### src/rtl/stereo_pkg.sv
// Shared types and sizing helper for the stereo streaming shell.
package stereo_pkg;

    typedef enum logic {
        RUN   = 1'b0,
        DRAIN = 1'b1
    } state_t;

    typedef struct packed {
        logic valid;
        logic eol;
        logic eof;
        logic mask;
    } tag_t;

    // Index width for a range of n values, never less than one bit.
    function automatic int disp_w(input int n);
        return (n > 1) ? $clog2(n) : 1;
    endfunction

endpackage

### src/rtl/stereo_stream_if.sv
// Pixel-in / disparity-out stream bundle plus the core-facing pins.
// slave is the shell side; master is the producer/consumer/core side.
interface stereo_stream_if
    import stereo_pkg::*;
#(
    parameter int DW   = 8,
    parameter int DISP = 80,
    parameter int OW   = 8
);
    localparam int DISPW = disp_w(DISP);

    logic             enq_l;
    logic [DW-1:0]    din_l;
    logic             full_n_l;
    logic             enq_r;
    logic [DW-1:0]    din_r;
    logic             full_n_r;
    logic             out_deq;
    logic             out_empty_n;
    logic [OW-1:0]    dout;
    logic             dout_eol;
    logic             dout_eof;
    logic             core_en;
    logic [DW-1:0]    core_l;
    logic [DW-1:0]    core_r;
    logic [DISPW-1:0] core_disp;
    logic [15:0]      frame_cnt;

    modport slave (
        input  enq_l, din_l, enq_r, din_r, out_deq, core_disp,
        output full_n_l, full_n_r, out_empty_n, dout, dout_eol, dout_eof,
               core_en, core_l, core_r, frame_cnt
    );

    modport master (
        output enq_l, din_l, enq_r, din_r, out_deq, core_disp,
        input  full_n_l, full_n_r, out_empty_n, dout, dout_eol, dout_eof,
               core_en, core_l, core_r, frame_cnt
    );

endinterface

### src/rtl/stereo_sync_fifo.sv
// Synchronous FIFO, registered occupancy, head visible the cycle after a write.
// Latency 1; enq ignored while full, deq ignored while empty; head reads 0 when empty.
module stereo_sync_fifo #(
    parameter int W     = 8,
    parameter int DEPTH = 4
) (
    input  logic         clk,
    input  logic         rst_n,
    input  logic         clr_i,
    input  logic         enq_i,
    input  logic [W-1:0] din_i,
    output logic         full_n_o,
    input  logic         deq_i,
    output logic [W-1:0] dout_o,
    output logic         empty_n_o
);
    localparam int AW = $clog2(DEPTH);

    logic [W-1:0]  mem_q [DEPTH];
    logic [AW-1:0] wr_ptr_q;
    logic [AW-1:0] rd_ptr_q;
    logic [AW:0]   cnt_q;
    logic          wr_acc;
    logic          rd_acc;

    assign full_n_o  = (cnt_q != (AW+1)'(DEPTH));
    assign empty_n_o = (cnt_q != '0);
    assign wr_acc    = enq_i && full_n_o;
    assign rd_acc    = deq_i && empty_n_o;
    assign dout_o    = empty_n_o ? mem_q[rd_ptr_q] : '0;

    always_ff @(posedge clk or negedge rst_n) begin
        if (!rst_n) begin
            wr_ptr_q <= '0;
            rd_ptr_q <= '0;
            cnt_q    <= '0;
        end else if (clr_i) begin
            wr_ptr_q <= '0;
            rd_ptr_q <= '0;
            cnt_q    <= '0;
        end else begin
            if (wr_acc) wr_ptr_q <= wr_ptr_q + AW'(1);
            if (rd_acc) rd_ptr_q <= rd_ptr_q + AW'(1);
            if (wr_acc && !rd_acc)      cnt_q <= cnt_q + (AW+1)'(1);
            else if (rd_acc && !wr_acc) cnt_q <= cnt_q - (AW+1)'(1);
        end
    end

    always_ff @(posedge clk) begin
        if (wr_acc && !clr_i) mem_q[wr_ptr_q] <= din_i;
    end

endmodule

### src/rtl/stereo_stream_top.sv
// Census/argmin shell: L/R FIFOs feed the core in lockstep, tagged results go to an output FIFO.
// Result lands CORE_LAT enabled cycles after its pair; full output FIFO freezes core and tags.
module stereo_stream_top
    import stereo_pkg::*;
#(
    parameter int DW       = 8,
    parameter int DISP     = 80,
    parameter int OW       = 8,
    parameter int IMG_W    = 320,
    parameter int IMG_H    = 240,
    parameter int CORE_LAT = 4,
    parameter int DEPTH    = 4
) (
    input  logic            clk,
    input  logic            rst_n,
    input  logic            clr,
    stereo_stream_if.slave  bus
);
    localparam int DISPW = disp_w(DISP);
    localparam int CW    = disp_w(IMG_W);
    localparam int RW    = disp_w(IMG_H);
    localparam int DCW   = disp_w(CORE_LAT + 1);

    logic [DW-1:0]   l_head, r_head;
    logic            l_empty_n, r_empty_n;
    logic            o_full_n, o_enq;
    logic [OW+1:0]   o_din, o_head;
    logic [DISPW-1:0] disp_in;
    logic [OW-1:0]   disp_ext;

    state_t          state_q;
    logic [CW-1:0]   col_q;
    logic [RW-1:0]   row_q;
    logic [DCW-1:0]  drain_q;
    logic [15:0]     frame_q;
    tag_t            tag_q [CORE_LAT];

    logic            fire_run, fire_bub, adv;
    logic            col_last, row_last;
    tag_t            tag_in, tag_out;

    stereo_sync_fifo #(.W(DW), .DEPTH(DEPTH)) u_fifo_l (
        .clk(clk), .rst_n(rst_n), .clr_i(clr),
        .enq_i(bus.enq_l), .din_i(bus.din_l), .full_n_o(bus.full_n_l),
        .deq_i(fire_run), .dout_o(l_head), .empty_n_o(l_empty_n)
    );

    stereo_sync_fifo #(.W(DW), .DEPTH(DEPTH)) u_fifo_r (
        .clk(clk), .rst_n(rst_n), .clr_i(clr),
        .enq_i(bus.enq_r), .din_i(bus.din_r), .full_n_o(bus.full_n_r),
        .deq_i(fire_run), .dout_o(r_head), .empty_n_o(r_empty_n)
    );

    stereo_sync_fifo #(.W(OW + 2), .DEPTH(DEPTH)) u_fifo_o (
        .clk(clk), .rst_n(rst_n), .clr_i(clr),
        .enq_i(o_enq), .din_i(o_din), .full_n_o(o_full_n),
        .deq_i(bus.out_deq), .dout_o(o_head), .empty_n_o(bus.out_empty_n)
    );

    assign col_last = (col_q == CW'(IMG_W - 1));
    assign row_last = (row_q == RW'(IMG_H - 1));
    assign tag_out  = tag_q[CORE_LAT-1];
    assign disp_in  = bus.core_disp;
    assign disp_ext = OW'(disp_in);

    always_comb begin
        fire_run = (state_q == RUN) && l_empty_n && r_empty_n && o_full_n && !clr;
        fire_bub = (state_q == DRAIN) && o_full_n && !clr;
        adv      = fire_run || fire_bub;
        tag_in   = '0;
        if (fire_run) begin
            tag_in.valid = 1'b1;
            tag_in.eol   = col_last;
            tag_in.eof   = col_last && row_last;
            tag_in.mask  = (int'(col_q) < DISP - 1);
        end
        o_enq = adv && tag_out.valid;
        o_din = {tag_out.eof, tag_out.eol, tag_out.mask ? '0 : disp_ext};
    end

    assign bus.core_en   = adv;
    assign bus.core_l    = fire_run ? l_head : '0;
    assign bus.core_r    = fire_run ? r_head : '0;
    assign bus.dout      = o_head[OW-1:0];
    assign bus.dout_eol  = o_head[OW];
    assign bus.dout_eof  = o_head[OW+1];
    assign bus.frame_cnt = frame_q;

    always_ff @(posedge clk or negedge rst_n) begin
        if (!rst_n) begin
            state_q <= RUN;
            col_q   <= '0;
            row_q   <= '0;
            drain_q <= '0;
            frame_q <= '0;
            for (int i = 0; i < CORE_LAT; i++) tag_q[i] <= '0;
        end else if (clr) begin
            state_q <= RUN;
            col_q   <= '0;
            row_q   <= '0;
            drain_q <= '0;
            frame_q <= '0;
            for (int i = 0; i < CORE_LAT; i++) tag_q[i] <= '0;
        end else begin
            case (state_q)
                RUN: begin
                    if (fire_run && tag_in.eof) begin
                        state_q <= DRAIN;
                        drain_q <= DCW'(CORE_LAT);
                    end
                end
                DRAIN: begin
                    // Bubbles push the in-flight tail of the frame out of the core.
                    if (fire_bub) begin
                        drain_q <= drain_q - DCW'(1);
                        if (drain_q == DCW'(1)) state_q <= RUN;
                    end
                end
                default: state_q <= RUN;
            endcase

            if (fire_run) begin
                if (col_last) begin
                    col_q <= '0;
                    row_q <= row_last ? '0 : row_q + RW'(1);
                end else begin
                    col_q <= col_q + CW'(1);
                end
            end

            if (adv) begin
                tag_q[0] <= tag_in;
                for (int i = 1; i < CORE_LAT; i++) tag_q[i] <= tag_q[i-1];
            end

            if (o_enq && tag_out.eof) frame_q <= frame_q + 16'd1;
        end
    end

endmodule
### src/flat_wrapper.sv
// flat-port wrapper written by rule: the top's interface ports become plain ports
module stereo_stream_top_flat import stereo_pkg::*;
#(
    parameter int DW       = 8,
    parameter int DISP     = 80,
    parameter int OW       = 8,
    parameter int IMG_W    = 320,
    parameter int IMG_H    = 240,
    parameter int CORE_LAT = 4,
    parameter int DEPTH    = 4
)
  (clk, rst_n, clr, bus_enq_l, bus_din_l, bus_enq_r, bus_din_r, bus_out_deq, bus_core_disp, bus_full_n_l, bus_full_n_r, bus_out_empty_n, bus_dout, bus_dout_eol, bus_dout_eof, bus_core_en, bus_core_l, bus_core_r, bus_frame_cnt);
  stereo_stream_if #(.DW(DW), .DISP(DISP), .OW(OW)) bus_i ();
  input  logic clk;
  input  logic rst_n;
  input  logic clr;
  input wire logic [$bits(bus_i.enq_l)-1:0] bus_enq_l;
  input wire logic [$bits(bus_i.din_l)-1:0] bus_din_l;
  input wire logic [$bits(bus_i.enq_r)-1:0] bus_enq_r;
  input wire logic [$bits(bus_i.din_r)-1:0] bus_din_r;
  input wire logic [$bits(bus_i.out_deq)-1:0] bus_out_deq;
  input wire logic [$bits(bus_i.core_disp)-1:0] bus_core_disp;
  output wire logic [$bits(bus_i.full_n_l)-1:0] bus_full_n_l;
  output wire logic [$bits(bus_i.full_n_r)-1:0] bus_full_n_r;
  output wire logic [$bits(bus_i.out_empty_n)-1:0] bus_out_empty_n;
  output wire logic [$bits(bus_i.dout)-1:0] bus_dout;
  output wire logic [$bits(bus_i.dout_eol)-1:0] bus_dout_eol;
  output wire logic [$bits(bus_i.dout_eof)-1:0] bus_dout_eof;
  output wire logic [$bits(bus_i.core_en)-1:0] bus_core_en;
  output wire logic [$bits(bus_i.core_l)-1:0] bus_core_l;
  output wire logic [$bits(bus_i.core_r)-1:0] bus_core_r;
  output wire logic [$bits(bus_i.frame_cnt)-1:0] bus_frame_cnt;
  assign bus_i.enq_l = bus_enq_l;
  assign bus_i.din_l = bus_din_l;
  assign bus_i.enq_r = bus_enq_r;
  assign bus_i.din_r = bus_din_r;
  assign bus_i.out_deq = bus_out_deq;
  assign bus_i.core_disp = bus_core_disp;
  assign bus_full_n_l = bus_i.full_n_l;
  assign bus_full_n_r = bus_i.full_n_r;
  assign bus_out_empty_n = bus_i.out_empty_n;
  assign bus_dout = bus_i.dout;
  assign bus_dout_eol = bus_i.dout_eol;
  assign bus_dout_eof = bus_i.dout_eof;
  assign bus_core_en = bus_i.core_en;
  assign bus_core_l = bus_i.core_l;
  assign bus_core_r = bus_i.core_r;
  assign bus_frame_cnt = bus_i.frame_cnt;
  stereo_stream_top #(.DW(DW), .DISP(DISP), .OW(OW), .IMG_W(IMG_W), .IMG_H(IMG_H), .CORE_LAT(CORE_LAT), .DEPTH(DEPTH)) u_core (.clk(clk), .rst_n(rst_n), .clr(clr), .bus(bus_i));
endmodule
### config.mk
export PLATFORM = sky130hd
export DESIGN_NAME = stereo_stream_top_flat
export DESIGN_NICKNAME = d
export VERILOG_FILES = /design/src/rtl/stereo_pkg.sv /design/src/rtl/stereo_stream_if.sv /design/src/rtl/stereo_sync_fifo.sv /design/src/rtl/stereo_stream_top.sv /design/src/flat_wrapper.sv
export SDC_FILE = /design/constraint.sdc
export NUM_CORES = 1
export LEC_CHECK = 0
export ABC_AREA = 1
export CAP_MARGIN = 20
export CORE_UTILIZATION = 36
export DETAILED_ROUTE_END_ITERATION = 8
export GPL_TIMING_DRIVEN = 1
export PLACE_DENSITY_LB_ADDON = 0.2
export SLEW_MARGIN = 20
export SYNTH_ARGS = -nofsm -noshare
export SYNTH_HDL_FRONTEND = slang
export SYNTH_HIERARCHICAL = 1
export SYNTH_SLANG_ARGS = --single-unit
### constraint.sdc
create_clock -name clk -period 2.55 [get_ports clk]
set_input_delay 0.51 -clock clk [delete_from_list [all_inputs] [get_ports clk]]
set_output_delay 0.51 -clock clk [all_outputs]
set_load 0.01 [all_outputs]
Word level (Yosys, flattened, before mapping):

Memory sizes are Yosys's and may differ from the RTL's.
Index checks and enable logic that the tools add are counted.

* memories kept: 3
* bits of input ports: 29
* word-level logic and storage cells: 164
* memory bits (writable): 100
* flip-flop bits (word level): 74

Memory list
* u_core.u_fifo_o.mem_q: words 4, width 9, rd ports 1, clocked after memory_dff 0, write ports 1, line stereo_sync_fifo.sv:19 `logic [W-1:0] mem_q [DEPTH];`
* u_core.u_fifo_l.mem_q: words 4, width 8, rd ports 1, clocked after memory_dff 0, write ports 1, line stereo_sync_fifo.sv:19
* u_core.u_fifo_r.mem_q: words 4, width 8, rd ports 1, clocked after memory_dff 0, write ports 1, line stereo_sync_fifo.sv:19

* order comparisons: 1
* mux-type cells: 54
* reductions and logical operators: 51
* equal/unequal tests: 8
* add/subtract/negate cells: 16
* bitwise gates (word level): 1

Operators by type and width (number)
* $mux 16: 4
* $mux 8: 8
* $mux 3: 12
* $mux 9: 3
* $logic_and 1x1->1: 25
* $mux 2: 12
* $reduce_bool 2->1: 10
* $reduce_bool 3->1: 6
* $add 16x1->16 const B: 1
* $ne 3x3->1 const B: 5
* $add 2x1->2 const B: 6
* $sub 3x1->3 const B: 4
* $mux 1: 10
* $mux 10: 1
* $add 3x1->3 const B: 3
* $add 9x1->9 const B: 1
* $eq 9x9->1 const B: 1
* $lt 9x7->1 const B: 1
* $add 8x1->8 const B: 1
* $eq 8x8->1 const B: 1
* $logic_not 1->1: 7
* $mux 7: 1
* $pmux 3 s2: 1
* $mux 4: 1
* 5 further kinds: 6

Logic depth before layout (Yosys ltp):

Gate-level depths: netlist of run 1.

* depth in word-level cells: 13
* mapped depth: 18
* gate-level depth less buffers: 18

Cells and area by module:

Netlist of run 1, hierarchy kept.

By module, submodules not included
* stereo_sync_fifo at u_core.u_fifo_l ...: cells each 162, times used 2, area an instance 1780.5 µm²
* stereo_stream_top: cells each 428, times used 1, area an instance 3134.3 µm²
* stereo_sync_fifo at u_core.u_fifo_o: cells each 185, times used 1, area an instance 2072.0 µm²

Worst setup path after synthesis of run 1:

Ideal clock, no wire load.

* kind: register -> register
* start point: reg u_core.u_fifo_o.cnt_q[1]
* end point: reg u_core.u_fifo_o.cnt_q[2]
* stages on the path, launching flop included: 19
* path slack: 0.309 ns
* arrival time: 2.122 ns
* data required time: 2.431 ns
* clock period less this slack: 2.241 ns
* cells stage by stage: dfrtp_1 -> nor2_4 -> nand2_2 -> nand2_1 -> clkinv_1 -> nand3_2 -> nand2_4 -> nand2_4 -> inv_1 -> nand2_4 -> inv_2 -> nand2_4 -> inv_1 -> fa_1 -> xnor2_1 -> inv_1 -> nand2_1 -> nand3_1 -> nand2_1

* cells in the longest elaborated chain, start to end: 9
* elaborated cells on any way between the ends: 20

RTL lines
* start, declared: line stereo_sync_fifo.sv:22 `logic [AW:0] cnt_q;`
* start signal, assigned: line stereo_sync_fifo.sv:44 `if (wr_acc && !rd_acc) cnt_q <= cnt_q + (AW+1)'(1);`
* start signal, assigned: line stereo_sync_fifo.sv:45 `else if (rd_acc && !wr_acc) cnt_q <= cnt_q - (AW+1)'(1);`
* $ne 3x3->1 (*): line stereo_sync_fifo.sv:26 `assign full_n_o = (cnt_q != (AW+1)'(DEPTH));`
* via u_core.o_full_n: line stereo_stream_top.sv:26 `logic o_full_n, o_enq;`
* $logic_and 1x1->1 (on tied branches) (2 in series): line stereo_stream_top.sv:67, stereo_stream_top.sv:68
* $logic_or 1x1->1 (*): line stereo_stream_top.sv:69 `adv = fire_run || fire_bub;`
* via bus_core_en: line flat_wrapper.sv:29 `output wire logic [$bits(bus_i.core_en)-1:0] bus_core_en;`
* $logic_and 1x1->1 (*): line stereo_stream_top.sv:77 `o_enq = adv && tag_out.valid;`
* via u_core.o_enq: line stereo_stream_top.sv:26
* $logic_and 1x1->1 (*): line stereo_sync_fifo.sv:28 `assign wr_acc = enq_i && full_n_o;`
* $logic_and 1x1->1 / $logic_not 1->1 (equally long branches): line stereo_sync_fifo.sv:44, stereo_sync_fifo.sv:45
* $mux 3 / $logic_and 1x1->1 (equally long branches): line stereo_sync_fifo.sv:44, stereo_sync_fifo.sv:45
* $mux 3 / $reduce_bool 3->1 (equally long branches)

The timed path passes the listed nets; every way through them passes the cells marked *. The select of a mux whose other input is x is not followed.
A chain may end at the register's enable or synchronous reset.

Worst setup path after layout of run 1:

* start point: reg u_core.u_fifo_l.cnt_q[0]
* end point: out bus_core_r[4]

* cells in the longest elaborated chain, start to end: 6

RTL lines
* start, declared: line stereo_sync_fifo.sv:22
* start signal, assigned: line stereo_sync_fifo.sv:44
* start signal, assigned: line stereo_sync_fifo.sv:45
* $reduce_bool 3->1: line stereo_sync_fifo.sv:27 `assign empty_n_o = (cnt_q != '0);`
* via u_core.l_empty_n: line stereo_stream_top.sv:25 `logic l_empty_n, r_empty_n;`
* $logic_and 1x1->1 (4 in series): line stereo_stream_top.sv:67 `fire_run = (state_q == RUN) && l_empty_n && r_empty_n && o_full_n && !clr;`
* $mux 8: line stereo_stream_top.sv:83 `assign bus.core_r = fire_run ? r_head : '0;`
* end, declared: line flat_wrapper.sv:31 `output wire logic [$bits(bus_i.core_r)-1:0] bus_core_r;`

The timed path passes the listed nets, and every way through them passes these cells.

==> impl_metrics.py, run 1 <==
metrics = {
    "status": {
        "outcome": "complete, no violations",
    },
    "setup_path": {
        "reg2reg_slack_ns": 0.19,
        "r2r_start": "u_core/u_fifo_l/cnt_q[0]$_DFFE_PN0P_",
        "cpPeakStageDelay_ns": 0.41,
        "path_common_cell": "nor2_4",
        "cp_slowest_cell": "dfrtp_1",
        "cp.arrival_ns": 1.94,
        "cp.required_ns": 2.04,
        "start_kind": "register",
        "crit_type": "reg -> out",
        "crit_start": "u_core/u_fifo_l/cnt_q[0]$_DFFE_PN0P_",
        "crit_chain": "nor2_4, nand2_2, inv_2, nor2_4, nand3_4, buf_4, buf_12, nor2_1, clkdlybuf4s15_1",
        "cp_num_buf_inv": 4,
        "crit_family": "buffers and inverters",
        "cp-end-kind": "primary output",
        "crit_fanout": 10,
    },
    "pwr": {
        "total_power_mw": 8.54,
        "power_density_nw_per_um2": 783,
        "seqPwrFrac_pct": 39.8,
        "swShare_pct": 33.4,
        "pwr-share-clk_pct": 30.8,
        "ir_worst_vdd_uv": 442,
        "p_leak_nw": 4.76,
        "p_switching_mw": 2.85,
        "pwr-share-comb_pct": 29.4,
        "internal_power_mw": 5.69,
    },
    "placed_design": {
        "io_buffers": 74,
        "hpwl_mm": 12.2,
        "placed_area_sq_um": 10100,
        "pre_cts_ws_ns": -0.144,
        "routabilityCongestion": 0.767,
        "placed_cells": 1348,
    },
    "timing": {
        "min_period_ns": 2.45,
        "setup_viol": 0,
        "worst_slew_pin_slew_ns": 0.557,
        "fin_ws_ns": 0.104,
        "slew_violations": 0,
        "finalCritPeriodShare_pct": 95.9,
        "hold_viol_final": 0,
        "finClkSkew_ns": 0.00961,
        "relSlewSlack_pct": 62.8,
        "max_freq_mhz": 409,
    },
    "yosys": {
        "synth_warnings": 6,
        "synth_edf_count": 104,
        "ys_seq_area_share_pct": 56.7,
        "synth-seq-cells": 178,
        "yosys_most_used_dff": "edfxtp_1",
        "yosysUniqueCellTypes": 39,
        "netlist_area_sq_um": 8770,
        "synthArstFlopShare_pct": 41.6,
        "syn_avg_cell_area_sq_um": 9.36,
        "syn_inst": 937,
    },
    "global_route": {
        "grt_pass1_wl_mm": 31.3,
        "track_usage_pct": 16.3,
        "grt_pass1_vias": 6212,
        "antenna_found_initial": 0,
        "grt-ovfl-total": 0,
        "grt_max_degree": 39,
    },
    "final_layout": {
        "syn2layout_area_growth_pct": 24.4,
        "antenna_cells": 0,
        "fin_nets": 1121,
        "final_cells": 1404,
        "drive_gt1_share_pct": 16.7,
        "design_area_sq_um": 10900,
    },
    "cts": {
        "htreeDepth": 4,
        "clkSlewWorstSetupHoldPaths_ns": 0.07,
        "clk_path_buf_depth": 2,
        "cts_buffers": 17,
        "root_buffer": "clkbuf_16",
        "cts_tree": "done",
        "clock_latency_ns": 0.43,
        "cts_sinks": 178,
    },
    "route": {
        "drt-pass1-iter-count": 4,
        "vias": 6551,
        "wire_per_inst_um": 13.5,
        "drc": 0,
        "drt_iter0_drc": 341,
        "routed_wl_mm": 19.0,
        "antenna_left": 0,
        "viasPerCell": 4.67,
    },
    "flow_run": {
        "drv_cap": 0,
    },
    "floorplanning": {
        "fp-row-count": 56,
        "io_pins": 75,
        "dieArea_sq_um": 25000,
        "die_h_um": 158,
        "initial_core_util_pct": 37.0,
        "die_w_um": 158,
        "core_sq_um": 23700,
    },
    "hold_path": {
        "min_path_type": "in -> async",
    },
}
sequential cells by signal, indices dropped and copies added (netlist names):
signal and flops:
u_core/state_q 1, u_core/row_q 8, u_core/u_fifo_o/wr_ptr_q 2, u_core/u_fifo_l/cnt_q 3, u_core/tag_q 12, u_core/tag_out 2
u_core/drain_q 3, u_core/u_fifo_r/wr_ptr_q 2, u_core/u_fifo_r/rd_ptr_q 2, u_core/bus.frame_cnt 16, u_core/u_fifo_l/mem_q 32, u_core/u_fifo_r/cnt_q 3
u_core/u_fifo_o/cnt_q 3, u_core/u_fifo_r/mem_q 32, u_core/u_fifo_o/rd_ptr_q 2, u_core/u_fifo_o/mem_q 40, u_core/col_q 9, u_core/o_din 2
u_core/u_fifo_l/rd_ptr_q 2, u_core/u_fifo_l/wr_ptr_q 2
synth_stat cells (2+ instances only):
| library cell | number | area share (%) |
|---|---|---|
| o21bai_1 | 6 | 0.51 |
| clkinv_1 | 2 | 0.086 |
| o21ai_0 | 58 | 3.3 |
| clkbuf_2 | 3 | 0.17 |
| nand3_2 | 4 | 0.46 |
| a21o_1 | 2 | 0.17 |
| nor2_2 | 5 | 0.36 |
| buf_6 | 7 | 0.90 |
| nand2_1 | 141 | 6.0 |
| xor2_1 | 7 | 0.70 |
| xnor2_1 | 2 | 0.20 |
| inv_1 | 102 | 4.4 |
| nor2_1 | 177 | 7.6 |
| o22ai_1 | 2 | 0.14 |
| nand2_2 | 16 | 1.1 |
| a21oi_1 | 28 | 1.6 |
| ha_1 | 17 | 2.4 |
| fa_1 | 3 | 0.69 |
| buf_2 | 9 | 0.51 |
| inv_4 | 3 | 0.21 |
| edfxtp_1 | 104 | 36 |
| nand3_1 | 55 | 3.1 |
| o21ai_1 | 20 | 1.1 |
| dfrtp_1 | 74 | 21 |
| clkbuf_1 | 4 | 0.17 |
| buf_1 | 2 | 0.086 |
| nand2_4 | 12 | 1.5 |
| a21oi_2 | 7 | 0.70 |
| nand4_1 | 33 | 2.4 |
| nor3_1 | 4 | 0.23 |
| inv_2 | 13 | 0.56 |
| nor2_4 | 8 | 1.0 |
what timing repair did:
item,in CTS,in global routing
endpoints found under the setup margin,27,27
pin swaps,3,1
setup buffers,14,9
resized for setup,26,36
cloned,1,0
hold buffers,0,0
cell families (layout without fill, tap and decap cells):
| kind of cell | after synthesis | after routing | share of synthesized area (%) |
|---|---|---|---|
| adder cells (fa/ha/maj) | 20 | 20 | 3.11 |
| AO/OA/AOI/OAI | 124 | 124 | 7.66 |
| buffers and inverters | 146 | 291 | 7.15 |
| other | 1 | 4 | 0.0428 |
| flip-flops | 178 | 178 | 56.7 |
| AND/OR/NAND/NOR | 459 | 459 | 24.4 |
| XOR/XNOR | 9 | 9 | 0.899 |
worst reg2reg max path, stage by stage, from the launching register on:
cell and delay (ns):
dfrtp_1 0.41, nor2_4 0.07, nand2_2 0.11, inv_2 0.07, nor2_4 0.12, nand3_4 0.10
bufbuf_16 0.30, inv_2 0.12, nand2_4 0.07, nand2_4 0.06, inv_1 0.04, fa_1 0.37
xnor2_1 0.19, inv_1 0.06, nand2_1 0.06, nand3_1 0.08, nand2_1 0.08
final cells by class:
type | instances | area, sq um
fillers | 2319 | 12800
well taps | 319 | 399
clock inverters | 15 | 171
flip-flops and latches | 178 | 4980
multi-input cells | 616 | 3190
repair buffers | 139 | 1280
inverters | 120 | 467
clock buffers | 17 | 425
path summary, 6_finish.rpt:
check	endpoint	cells past startpoint
max in group asynchronous	u_core/u_fifo_r/rd_ptr_q[0]$_DFFE_PN0P_	2
max reg2reg	u_core/u_fifo_r/cnt_q[2]$_DFFE_PN0P_	16
max	bus_core_r[4]	9
min	u_core/bus.frame_cnt[1]$_DFFE_PN0P_	1
min in group clk	u_core/tag_q[15]$_DFFE_PN0P_	2
min reg2reg	u_core/tag_q[15]$_DFFE_PN0P_	2
layer usage:
layer / wire length (um) / up-vias / track usage [%] / share of wire (%)
met5: 0 / - / 0 / 0
li1: - / 3350 / - / -
met4: 160 / 0 / 4.49 / 0.84
met2: 9060 / 99 / 27.2 / 48
met3: 687 / 13 / 3.56 / 3.6
met1: 9090 / 3089 / 21.2 / 48
layout by cell type, fill, tap and decap left out, types with 20 or more instances in the layout:
| cell type | n |
|---|---|
| nand4_1 | 33 |
| inv_1 | 100 |
| nand2_1 | 141 |
| buf_4 | 59 |
| nor2_1 | 177 |
| nand3_1 | 55 |
| a21oi_1 | 28 |
| dfrtp_1 | 72 |
| o21ai_0 | 58 |
| clkdlybuf4s50_1 | 48 |
| o21ai_1 | 20 |
| edfxtp_1 | 104 |
power by group through the flow:
stage | Clock [mW] | Combinational (mW) | Sequential (mW)
6_report | 2.63 | 2.51 | 3.40
5_1_grt | 2.82 | 2.81 | 3.42
4_1_cts | 2.70 | 2.51 | 3.40
3_5_place_dp | 0 | 2.30 | 3.48
3_3_place_gp | 0 | 2.30 | 3.48
2_1_floorplan | 0 | 1.47 | 3.43
metrics by stage:
stage,TNS [ns],hold slack (ns),utilization (%)
finish,0,0.0607,46.1
global route,-0.0287,0.0889,46.1
CTS,0,0.0794,45.8
detailed placement,-2.26,0.464,42.7
global placement,-2.25,0.466,42.7
floorplan,0,0.214,-
Note: power is estimated with default switching activity, not from simulation.
==> inputs of run 2 (changes only) <==
CELL_PAD_IN_SITES_DETAIL_PLACEMENT = 0   (was default)
CELL_PAD_IN_SITES_GLOBAL_PLACEMENT = 1   (was default)
SYNTH_HIERARCHICAL = default   (was 1)
==> run 2 against run 1 <==
Compared with the run above: the flow now finishes with violations (design-rule violations); combinational power down 8.4%; final cell count shrank 11%; critical endpoint is now bus_core_r[7]; critical path type unchanged; sequential power fell by 1%.
==> impl_metrics.py, run 2 <==
metrics = {
    "status": {
        "outcome": "finished, violations left",
        "violations": "design-rule violations",
    },
    "timing": {
        "whs_ns": 0.0151,
        "fin_ws_ns": 0.104,
        "finalCritPeriodShare_pct": 95.9,
        "finClkSkew_ns": 0.0113,
        "rsz0062_at_grt": "yes",
        "relSlewSlack_pct": 54.0,
        "slew_violations": 0,
        "finalSetupTns_ns": 0,
        "setup_viol": 0,
        "hold_viol_final": 0,
        "max_freq_mhz": 409,
        "min_period_ns": 2.45,
        "worst_slew_pin_slew_ns": 0.689,
    },
    "floorplanning": {
        "io_pins": 75,
        "fp-row-count": 54,
        "dieArea_sq_um": 23200,
        "die_w_um": 152,
        "initial_core_util_pct": 37.0,
        "core_sq_um": 22000,
        "die_h_um": 152,
    },
    "yosys": {
        "synth_compound_area_share_pct": 8.47,
        "synth_top_family_by_area": "simple AND/OR/NAND/NOR gates",
        "yosysMostFrequentCell": "nor2_1",
        "synthTopCellsByArea": "edfxtp_1 (37%), dfrtp_1 (23%), nor2_1 (7.4%), nand2_1 (6.6%), o21ai_0 (4.3%)",
        "post_synth_fa_ha_maj_area_fraction_pct": 3.36,
        "synth_edf_count": 100,
        "synth_nets": 890,
        "synth_top_area_cell": "edfxtp_1",
        "yosysUniqueCellTypes": 44,
        "syn_avg_cell_area_sq_um": 9.66,
        "synth_top_area_share_pct": 36.9,
        "synth_warnings": 0,
        "syn_inst": 841,
        "yosys_most_used_dff": "edfxtp_1",
        "ys_seq_area_share_pct": 59.7,
        "synth_xor_xnor_area_share_pct": 2.48,
        "synth-simple-area-share_pct": 20.5,
        "synthArstFlopShare_pct": 42.5,
        "muxShareOfSynthArea_pct": 0.123,
        "netlist_area_sq_um": 8130,
        "synthTopCellsByCount": "nor2_1 (160), nand2_1 (142), edfxtp_1 (100), dfrtp_1 (74)",
        "synth-seq-cells": 174,
    },
    "cts": {
        "clk_path_buf_depth": 2,
        "ctsHoldBuffers": 0,
        "cts_sinks": 174,
        "clock_latency_ns": 0.43,
        "root_buffer": "clkbuf_16",
        "clkSlewWorstSetupHoldPaths_ns": 0.07,
        "cts_tree": "done",
        "cts_buffers": 17,
        "htreeDepth": 4,
    },
    "placed_design": {
        "routabilityCongestion": 0.733,
        "io_buffers": 73,
        "hpwl_mm": 11.7,
        "placed_area_sq_um": 9400,
        "placed_cells": 1205,
        "pre_cts_ws_ns": -0.0153,
    },
    "final_layout": {
        "fin_nets": 999,
        "largest_register_ffs": 36,
        "final_cells": 1243,
        "syn2layout_area_growth_pct": 23.0,
        "finish.utilization_pct": 45.5,
        "design_area_sq_um": 9990,
        "mostFrequentLayoutCell": "nor2_1",
        "reg_top3": "u_core.u_fifo_o.mem_q x36, u_core.u_fifo_l.mem_q x32, u_core.u_fifo_r.mem_q x32",
        "drive_gt1_share_pct": 11.9,
        "final_cell_mix": "nor2_1 (159), nand2_1 (142), edfxtp_1 (100)",
        "top_register": "u_core.u_fifo_o.mem_q",
        "antenna_cells": 0,
    },
    "setup_path": {
        "cp_slowest_cell": "dfrtp_1",
        "crit_path_end": "bus_core_r[7]",
        "cp.arrival_ns": 1.94,
        "reg2reg_slack_ns": 0.34,
        "crit_fanout": 3,
        "worstRegToRegCells": 13,
        "crit_chain": "buf_4, nand3_2, nand2_1, inv_1, nand3_4, a221oi_1, dlygate4sd2_1",
        "cpPeakStageDelay_ns": 0.39,
        "cp-end-kind": "primary output",
        "crit_start": "u_core.u_fifo_o.cnt_q[2]$_DFFE_PN0P_",
        "r2r_start": "u_core.u_fifo_l.cnt_q[1]$_DFFE_PN0P_",
        "cp.required_ns": 2.04,
        "crit_type": "reg -> out",
        "start_kind": "register",
        "r2r_end": "u_core.u_fifo_o.cnt_q[2]$_DFFE_PN0P_",
    },
    "global_route": {
        "grt_max_degree": 55,
        "track_usage_pct": 15.9,
        "grt_pass1_vias": 5682,
        "grt-ovfl-total": 0,
        "antenna_found_initial": 0,
        "grt_pass1_wl_mm": 29.0,
    },
    "flow_run": {
        "drv_cap": 0,
    },
    "pwr": {
        "total_power_mw": 8.09,
        "ir_worst_vdd_uv": 433,
        "power_density_nw_per_um2": 810,
        "p_leak_nw": 4.32,
    },
    "route": {
        "antenna_left": 0,
        "routed_wl_mm": 17.4,
        "wire_per_inst_um": 14.0,
        "drt_iter0_drc": 274,
        "drt-pass1-iter-count": 6,
        "viasPerCell": 4.68,
        "vias": 5816,
        "drc": 3,
    },
    "hold_path": {
        "min_path_type": "in -> async",
    },
}
==> run 2: cell count changes after synthesis, moves of 12 or more <==
cell	change
nand2_2	-13
a21oi_1	+15
nor2_1	-17
o21ai_1	-19
o21ai_0	+12
nand4_1	-28
clkbuf_1	+12
inv_1	-32
==> run 2: timing repair <==
action | in CTS | in global routing
resized for setup | 20 | 22
buffers inserted | 6 | 0
setup endpoints to repair | 26 | 25
==> run 2: layout make-up <==
cell class,count,area [sq um]
fillers,2107,12000
flip-flops and latches,174,4860
multi-input cells,559,2840
repair buffers,119,1090
clock buffers,17,425
well taps,280,350
inverters,79,299
clock inverters,15,129
==> run 2: critical path, delay by kind of cell (launching register included) <==
kind / cells / cell delay [ns]
buf+inv: 3 / 0.56
flops: 1 / 0.39
simple gates: 3 / 0.28
compound gates: 1 / 0.30
==> run 2: worst min path at each step <==
stage | startpoint | depth (start not counted) | endpoint | slack, ns
global placement | u_core.tag_q[10]$_DFFE_PN0P_ | 2 | u_core.tag_q[10]$_DFFE_PN0P_ | 0.46
floorplan | rst_n | 0 | u_core.bus.frame_cnt[0]$_DFFE_PN0P_ | 0.21
CTS | rst_n | 1 | u_core.bus.frame_cnt[6]$_DFFE_PN0P_ | 0.02
finish | rst_n | 1 | u_core.bus.frame_cnt[14]$_DFFE_PN0P_ | 0.02
global route | rst_n | 1 | u_core.bus.frame_cnt[13]$_DFFE_PN0P_ | 0.04
detailed placement | u_core.tag_q[10]$_DFFE_PN0P_ | 2 | u_core.tag_q[10]$_DFFE_PN0P_ | 0.47
==> run 2: logic make-up after synthesis <==
group / count (synthesis)
AND/OR/NAND/NOR: 385
flip-flops: 174
AO/OA/AOI/OAI: 129
buffers and inverters: 108
XOR/XNOR: 23
adder cells (fa/ha/maj): 20
other: 1
multiplexers: 1
==> run 2: power breakdown <==
part	leakage [nW]	switching [mW]	internal, mW	total (mW)
Combinational	2.15	1.38	0.914	2.30
Clock	0.266	1.16	1.28	2.44
Sequential	1.91	0.153	3.21	3.36
==> run 2: layer usage <==
layer | share of wire [%] | GRT usage (%)
met5 | 0 | 0
met4 | 1.3 | 4.96
met3 | 3.3 | 3.07
met2 | 47 | 25.5
met1 | 48 | 21.6
